[src/rtl/alu_issue_stage.sv]
// Decode-and-issue stage: valid/ready in, two-entry skid buffer, valid/ready out to the ALU.
// Optional issue/stall statistics counters are enabled by defining ALU_ISSUE_STATS_EN.
module alu_issue_stage #(
    parameter int ERR_CNT_W = 8,
    parameter int STAT_W    = 16
) (
    input  logic                 Clk,
    input  logic                 Reset,
    input  logic                 flush,
    input  logic                 in_valid,
    output logic                 in_ready,
    input  logic [8:0]           in_inst,
    output logic                 out_valid,
    input  logic                 out_ready,
    output logic [3:0]           out_op,
    output logic [2:0]           out_ra,
    output logic [1:0]           out_rb,
    output logic                 out_flag_wr,
    output logic                 err_sticky,
    output logic [ERR_CNT_W-1:0] err_cnt
`ifdef ALU_ISSUE_STATS_EN
    ,
    output logic [STAT_W-1:0]    stat_issued,
    output logic [STAT_W-1:0]    stat_stall
`endif
);

    typedef enum logic [1:0] {
        EMPTY = 2'd0,
        ONE   = 2'd1,
        TWO   = 2'd2
    } state_t;

    typedef struct packed {
        logic [3:0] op;
        logic [2:0] ra;
        logic [1:0] rb;
        logic       flag_wr;
    } entry_t;

    state_t                 state_reg;
    entry_t                 m_reg;
    entry_t                 s_reg;
    entry_t                 in_entry;
    logic                   err_sticky_reg;
    logic [ERR_CNT_W-1:0]   err_cnt_reg;

    logic                   accept;
    logic                   transfer;
    logic                   legal;
    logic                   take;

    // in_ready depends only on registered state, never on out_ready
    assign in_ready  = (state_reg != TWO);
    assign out_valid = (state_reg != EMPTY);

    assign accept   = in_valid & in_ready;
    assign transfer = out_valid & out_ready;
    assign legal    = (in_inst[8:5] <= 4'd10);
    assign take     = accept & legal;

    assign in_entry.op      = in_inst[8:5];
    assign in_entry.ra      = in_inst[4:2];
    assign in_entry.rb      = in_inst[1:0];
    assign in_entry.flag_wr = (in_inst[8:5] >= 4'd8);

    assign out_op      = m_reg.op;
    assign out_ra      = m_reg.ra;
    assign out_rb      = m_reg.rb;
    assign out_flag_wr = m_reg.flag_wr;
    assign err_sticky  = err_sticky_reg;
    assign err_cnt     = err_cnt_reg;

    always_ff @(posedge Clk) begin
        if (Reset) begin
            state_reg      <= EMPTY;
            m_reg          <= '0;
            s_reg          <= '0;
            err_sticky_reg <= 1'b0;
            err_cnt_reg    <= '0;
        end else if (flush) begin
            // Flushed beats are dropped entirely, including illegal-opcode accounting
            state_reg <= EMPTY;
        end else begin
            if (accept && !legal) begin
                err_sticky_reg <= 1'b1;
                if (err_cnt_reg != {ERR_CNT_W{1'b1}})
                    err_cnt_reg <= err_cnt_reg + ERR_CNT_W'(1);
            end
            case (state_reg)
                EMPTY: begin
                    if (take) begin
                        m_reg     <= in_entry;
                        state_reg <= ONE;
                    end
                end
                ONE: begin
                    if (take && transfer) begin
                        m_reg <= in_entry;
                    end else if (take) begin
                        s_reg     <= in_entry;
                        state_reg <= TWO;
                    end else if (transfer) begin
                        state_reg <= EMPTY;
                    end
                end
                TWO: begin
                    if (transfer) begin
                        m_reg     <= s_reg;
                        state_reg <= ONE;
                    end
                end
                default: state_reg <= EMPTY;
            endcase
        end
    end

`ifdef ALU_ISSUE_STATS_EN
    logic [STAT_W-1:0] stat_issued_reg;
    logic [STAT_W-1:0] stat_stall_reg;

    assign stat_issued = stat_issued_reg;
    assign stat_stall  = stat_stall_reg;

    // Counters ignore flush and wrap naturally
    always_ff @(posedge Clk) begin
        if (Reset) begin
            stat_issued_reg <= '0;
            stat_stall_reg  <= '0;
        end else begin
            if (transfer)
                stat_issued_reg <= stat_issued_reg + STAT_W'(1);
            if (out_valid && !out_ready)
                stat_stall_reg <= stat_stall_reg + STAT_W'(1);
        end
    end
`endif

endmodule

[config.mk]
export PLATFORM = sky130hd
export DESIGN_NAME = alu_issue_stage
export DESIGN_NICKNAME = d
export VERILOG_FILES = /design/src/rtl/alu_issue_stage.sv
export SDC_FILE = /design/constraint.sdc
export NUM_CORES = 1
export LEC_CHECK = 0
export CELL_PAD_IN_SITES_DETAIL_PLACEMENT = 2
export CELL_PAD_IN_SITES_GLOBAL_PLACEMENT = 2
export CORE_MARGIN = 2
export CORE_UTILIZATION = 30
export DETAILED_ROUTE_END_ITERATION = 6
export GPL_TIMING_DRIVEN = 0
export PLACE_DENSITY = 0.8
export RECOVER_POWER = 50
export SYNTH_ARGS = -nofsm -noshare
export SYNTH_HDL_FRONTEND = slang
export SYNTH_SLANG_ARGS = --single-unit
[constraint.sdc]
create_clock -name Clk -period 1.6 [get_ports Clk]
set_input_delay 0.32 -clock Clk [delete_from_list [all_inputs] [get_ports Clk]]
set_output_delay 0.32 -clock Clk [all_outputs]
set_load 0.005 [all_outputs]
### After elaboration in Yosys (flattened, before gate mapping)

Index checks and enable logic that the tools add are counted.

| word-level totals | value |
|---|---|
| flip-flop bits (word level) | 31 |
| RAM bits | 0 |
| latch bits | 0 |
| memories | 0 |
| memory bits (read-only) | 0 |
| input bits | 14 |
| output and inout bits | 21 |
| word-level logic and storage cells | 50 |

| cells by class | value |
|---|---|
| bitwise operators | 5 |
| shift operators | 0 |
| $mul | 0 |
| reductions and logical operators | 12 |
| multiplexer cells | 10 |
| add/subtract/negate cells | 1 |
| magnitude comparators | 2 |
| equal/unequal tests | 9 |
| divide/modulo/power cells | 0 |

Operators by type and width:

| cell | count |
|---|---|
| 10-bit two-way mux | 3 |
| 10-bit case mux with 3 select lines | 1 |
| 2-bit two-way mux | 5 |
| 2-bit inequality test, second input constant | 5 |
| 8-bit by 1-bit adder with 8-bit output, second input constant | 1 |
| 8-bit inequality test, second input constant | 1 |
| 4-bit AND reduction | 2 |
| 2-bit case mux with 3 select lines | 1 |
| 5-bit AND reduction | 1 |
| 4-bit greater-or-equal comparator, second input constant | 1 |
| 4-bit <= comparator, second input constant | 1 |
| 1-bit bitwise AND | 3 |
| 3-bit inequality test, second input constant | 1 |
| 3-bit AND reduction | 1 |
| 3-bit nonzero test | 1 |
| 2-bit by 1-bit equality test with 1-bit output, second input constant | 1 |
| 2-bit equality test, second input constant | 1 |
| 1-bit logical AND | 2 |
| 2-bit zero test | 1 |
| 1-bit inverter | 2 |
| 2-bit AND reduction | 1 |
| 2-bit nonzero test | 1 |
| 2-bit OR reduction | 1 |
| 1-bit zero test | 1 |

### Longest topological paths before layout

Gate-level depths: netlist of run 1.

| logic depth | value |
|---|---|
| depth in word-level cells | 6 |
| gate-level depth with buffers | 6 |
| gate-level depth less buffers | 5 |

### Worst setup path before layout of run 1

Ideal clock, no wire load.

| timing | value |
|---|---|
| path type | reg2reg |
| from | reg err_cnt_reg[0], in the netlist err_cnt[0] |
| to | reg err_cnt_reg[5], in the netlist err_cnt[5] |
| buffers on the path | 0 |
| cell stages (with the launch flop) | 6 |
| arrival | 1.400 ns |
| data required time | 1.530 ns |
| setup slack | 0.130 ns |
| cells stage by stage | dfxtp_1 -> ha_1 -> nand3_1 -> nor2_1 -> or4_1 -> a21oi_1 |

| between the ends | value |
|---|---|
| cells in the longest elaborated chain, start to end | 2 |
| elaborated cells on any way between the ends | 3 |

RTL lines:

| element | line | text |
|---|---|---|
| from (decl) | 46 | `logic [ERR_CNT_W-1:0] err_cnt_reg;` |
| from (signal assigned) | 88 | `err_cnt_reg <= err_cnt_reg + ERR_CNT_W'(1);` |
| parallel branches: the longest is 2 deep, another holds 8-bit by 1-bit adder with 8-bit output | - |  |

Parallel ways; which one is timed is not known.
A chain may end at the register's enable or synchronous reset.

### Worst setup path after layout of run 1

| timing | value |
|---|---|
| from | reg state_reg[0] |
| to | reg m_reg, in the netlist out_rb[1] |

| between the ends | value |
|---|---|
| cells in the longest elaborated chain, start to end | 6 |
| elaborated cells on any way between the ends | 15 |

RTL lines:

| element | line | text |
|---|---|---|
| from (decl) | 41 | `state_t state_reg;` |
| from (signal assigned) | 76 | `state_reg <= EMPTY;` |
| from (signal assigned) | 83 | `state_reg <= EMPTY;` |
| from (signal assigned) | 94 | `state_reg <= ONE;` |
| 2-bit inequality test | 54 | `assign in_ready = (state_reg != TWO);` |
| 1-bit bitwise AND | 57 | `assign accept = in_valid & in_ready;` |
| 1-bit bitwise AND | 60 | `assign take = accept & legal;` |
| 1-bit logical AND | 98 | `if (take && transfer) begin` |
| 2-bit inequality test (no line) | - |  |
| 5-bit AND reduction (no line) | - |  |
| to (signal assigned) | 93 | `m_reg <= in_entry;` |
| to (signal assigned) | 99 | `m_reg <= in_entry;` |
| to (signal assigned) | 109 | `m_reg <= s_reg;` |
| to (decl) | 42 | `entry_t m_reg;` |

Parallel ways exist; a longest one is shown, timed or not.

==> flow_summary_export.csv, run 1 <==
group,metric,value,unit
setup_path,end_kind,"flop",
drt,wl_per_cell,21.0,µm
timing,setup_viol,3,
power,power.density,714,nW/µm²
setup_path,cp_data_required_time,1.79,ns
drt,viasPerCell,5.38,
grt,grt_max_degree,11,
setup_path,rr_startpoint,"state_reg[0]",
clock_network,htree_levels,2,
setup_path,path_class,"reg2reg",
drt,wl,5.76,mm
clock_network,insertion_delay,0.28,ns
setup_path,r2r_slack,-0.03,ns
floorplanning,dieArea,5520,µm²
final_layout,largest_register_ffs,10,
grt,grt-ovfl-total,0,
power,p_int,0.00121,W
drt,first_pass_iters,4,
clock_network,clkTransAtPathRegs,0.07,ns
grt,grt_pass1_vias,1598,
place,dp_hpwl,3.39,mm
final_layout,area_delta_synth_final,55.7,%
floorplanning,num_rows,25,
timing,finalCritPeriodShare,102,%
synth,ys_seq_area_share,41.9,%
power,p_switching,0.000438,W
clock_network,cts_tree,"built",
synth,netlist_area,1480,µm²
synth,synth_warnings,0,
final_layout,n_antenna_cell,0,
power,seqPwrFrac,49.1,%
final_layout,layout_common_cells,"clkdlybuf4s50_1, dfxtp_1, mux2i_1, nor2_1, a21oi_1",
clock_network,clk_path_buf_depth,2,
clock_network,cts_sinks,31,
drt,drt_iter0_drc,28,
final_layout,nFillCells,516,
synth,syn-num-nets,169,
timing,max_freq,612,MHz
final_layout,utilization,48.5,%
grt,grtUsageTotal,20.5,%
setup_path,cp.arrival,1.82,ns
setup_path,reg2reg_to,"out_rb[1]",
setup_path,start_kind,"flop",
floorplanning,die_w,74.3,µm
power,combPwrFrac,15.8,%
synth,syn_inst,154,
setup_path,critPathMaxFanout,5,
place,place.gp.congestion,0.792,
timing,min_period,1.63,ns
outcome,violations,"setup timing",
timing,worst_slack,-0.0333,ns
final_layout,layout-drive-gt1-share,32.7,%
flow_run,maxCapViolations,0,
power,p_leak,0.878,nW
final_layout,multiInputGateArea,931,µm²
power,clkPwrFrac,35.0,%
timing,grt_setup_unrepaired,"yes",
final_layout,layout_commonest_cell,"clkdlybuf4s50_1",
clock_network,root_buffer,"clkbuf_8",
synth,synth-seq-cells,31,
timing,hold_viol,0,
drt,drtAntennaViolNets,0,
timing,worst_slew_pin_slew,0.588,ns
power,ir_drop,0.378,mV
timing,slew_viol_final,0,
final_layout,nets,224,
floorplanning,core-area,4750,µm²
timing,hold_ws,0.343,ns
outcome,status,"finished, violations left",
floorplanning,die_h,74.3,µm
setup_path,reg2reg_depth,6,
power,switching_share,26.6,%
grt,antenna_found_initial,0,
worst_hold_path,whs_path_depth,3,
worst_hold_path,worstHoldStart,"in_inst[7]",
clock_network,postCtsHoldBufs,0,
final_layout,seqCellArea,632,µm²
place,port_buffers,34,
clock_network,numCtsBuffers,5,
floorplanning,ios,35,
synth,avgSynthCellArea,9.62,µm²
drt,drc,0,
timing,relSlewSlack,60.8,%
worst_hold_path,hp-class,"in2reg",
worst_hold_path,whs_endpoint,"s_reg[8]",
synth,synthDistinctLibCells,34,
grt,grt_pass1_wl,8.42,mm
timing,skew,0.00626,ns
drt,dr_total_vias,1480,
floorplanning,start_util,31.2,%
[area by class of cell]
cell class / count / share of cell area [%]
multi-input combinational: 104 / 40.4
buffer: 10 / 3.96
timing repair buffer: 49 / 20.2
tap: 67 / 3.64
clock buffer: 6 / 3.15
sequential: 31 / 27.4
inverter: 8 / 1.30
[metal layers]
metal  GRT usage (%)  part of all wire, %
met5               0                    0
met4            5.16                  1.2
met3            3.52                  2.9
met2            39.7                   56
met1            23.0                   40
[cells in the mapped netlist]
| library cell | n | area, µm² |
|---|---|---|
| o41ai_1 | 3 | 26.3 |
| and3_4 | 1 | 11.3 |
| o31a_1 | 2 | 17.5 |
| dfxtp_1 | 31 | 621 |
| a311oi_1 | 10 | 87.6 |
| o311ai_1 | 2 | 17.5 |
| buf_2 | 4 | 20.0 |
| or3_1 | 2 | 12.5 |
| and4_1 | 1 | 8.76 |
| ha_1 | 1 | 12.5 |
| and3_1 | 3 | 18.8 |
| o21ai_0 | 4 | 20.0 |
| buf_4 | 3 | 22.5 |
| a2111oi_2 | 1 | 15.0 |
| nand2b_1 | 3 | 18.8 |
| inv_1 | 8 | 30.0 |
| a21oi_1 | 15 | 75.1 |
| a21o_1 | 1 | 7.51 |
| nor2b_1 | 2 | 12.5 |
| a21bo_2 | 1 | 10.0 |
| o211ai_1 | 1 | 7.51 |
| nor2_1 | 13 | 48.8 |
| nor4_1 | 1 | 6.26 |
| or4_1 | 2 | 15.0 |
| o41ai_4 | 1 | 27.5 |
| a211oi_1 | 1 | 7.51 |
| nand4_4 | 1 | 21.3 |
| clkbuf_1 | 4 | 15.0 |
| nand4_1 | 1 | 6.26 |
| mux2i_1 | 21 | 210 |
| nand2_1 | 5 | 18.8 |
| nand3_1 | 2 | 10.0 |
| nand3b_1 | 1 | 7.51 |
| o31ai_1 | 2 | 15.0 |
[worst max path at each step]
stage / start / to / slack, ns / cells past startpoint
4_1_cts: state_reg[1] / out_ra[1] / -0.03 / 6
3_3_place_gp: in_inst[8] / out_op[1] / -0.51 / 6
2_1_floorplan: err_cnt[0] / err_cnt[5] / 0.13 / 5
6_report: state_reg[0] / out_rb[1] / -0.03 / 6
3_5_place_dp: in_inst[8] / out_ra[1] / -0.63 / 6
5_1_grt: state_reg[0] / out_rb[1] / -0.08 / 6
[through the flow]
step / power (W) / setup WS, ns / setup TNS [ns] / cells / instance area (µm²)
2_1_floorplan: 0.000919 / 0.130 / 0 / 154 / 1480
3_3_place_gp: 0.00102 / -0.510 / -12.97 / 255 / 1910
3_5_place_dp: 0.00104 / -0.631 / -14.66 / 255 / 1910
4_1_cts: 0.00162 / -0.0331 / -0.0338 / 270 / 2130
5_1_grt: 0.00171 / -0.0809 / -0.798 / 275 / 2310
6_report: 0.00165 / -0.0333 / -0.0710 / 275 / 2310
[critical path, cell delays in order, from the launching register on]
cell and delay [ns]:
dfxtp_2 0.33, buf_6 0.13, nor2b_4 0.12, o41ai_4 0.42
buf_4 0.21, a21oi_1 0.09, a311oi_1 0.23
[cells by family (layout without fill, tap and decap cells)]
kind of cell / Yosys count / after routing / share of synthesized area (%)
AOI/OAI and AO/OA: 44 / 44 / 22.6
and+or+nand+nor: 38 / 38 / 14.6
DFF: 31 / 31 / 41.9
muxes: 21 / 21 / 14.2
buffers and inverters: 19 / 73 / 5.91
adders and majority gates: 1 / 1 / 0.844
[power by group through the flow]
stage	Sequential, W	Combinational, W	Clock (W)
finish	0.000809	0.000261	0.000577
detailed placement	0.000827	0.000211	0
floorplan	0.000823	0.0000955	0
global placement	0.000825	0.000199	0
global route	0.000812	0.000279	0.000617
CTS	0.000807	0.000229	0.000588
[what timing repair did]
action / CTS / global route
gates cloned: 2 / 1
setup endpoints to repair: 29 / 30
resized for setup: 39 / 43
pin swaps: 13 / 13
buffers inserted: 7 / 5
(Power assumes the default switching activity.)
==> run 2, diff against run 1 <==
GPL_ROUTABILITY_DRIVEN = 0   (was default)
==> results of run 2 <==
No change in the layout: final DEF, timing and power equal those of run 1.
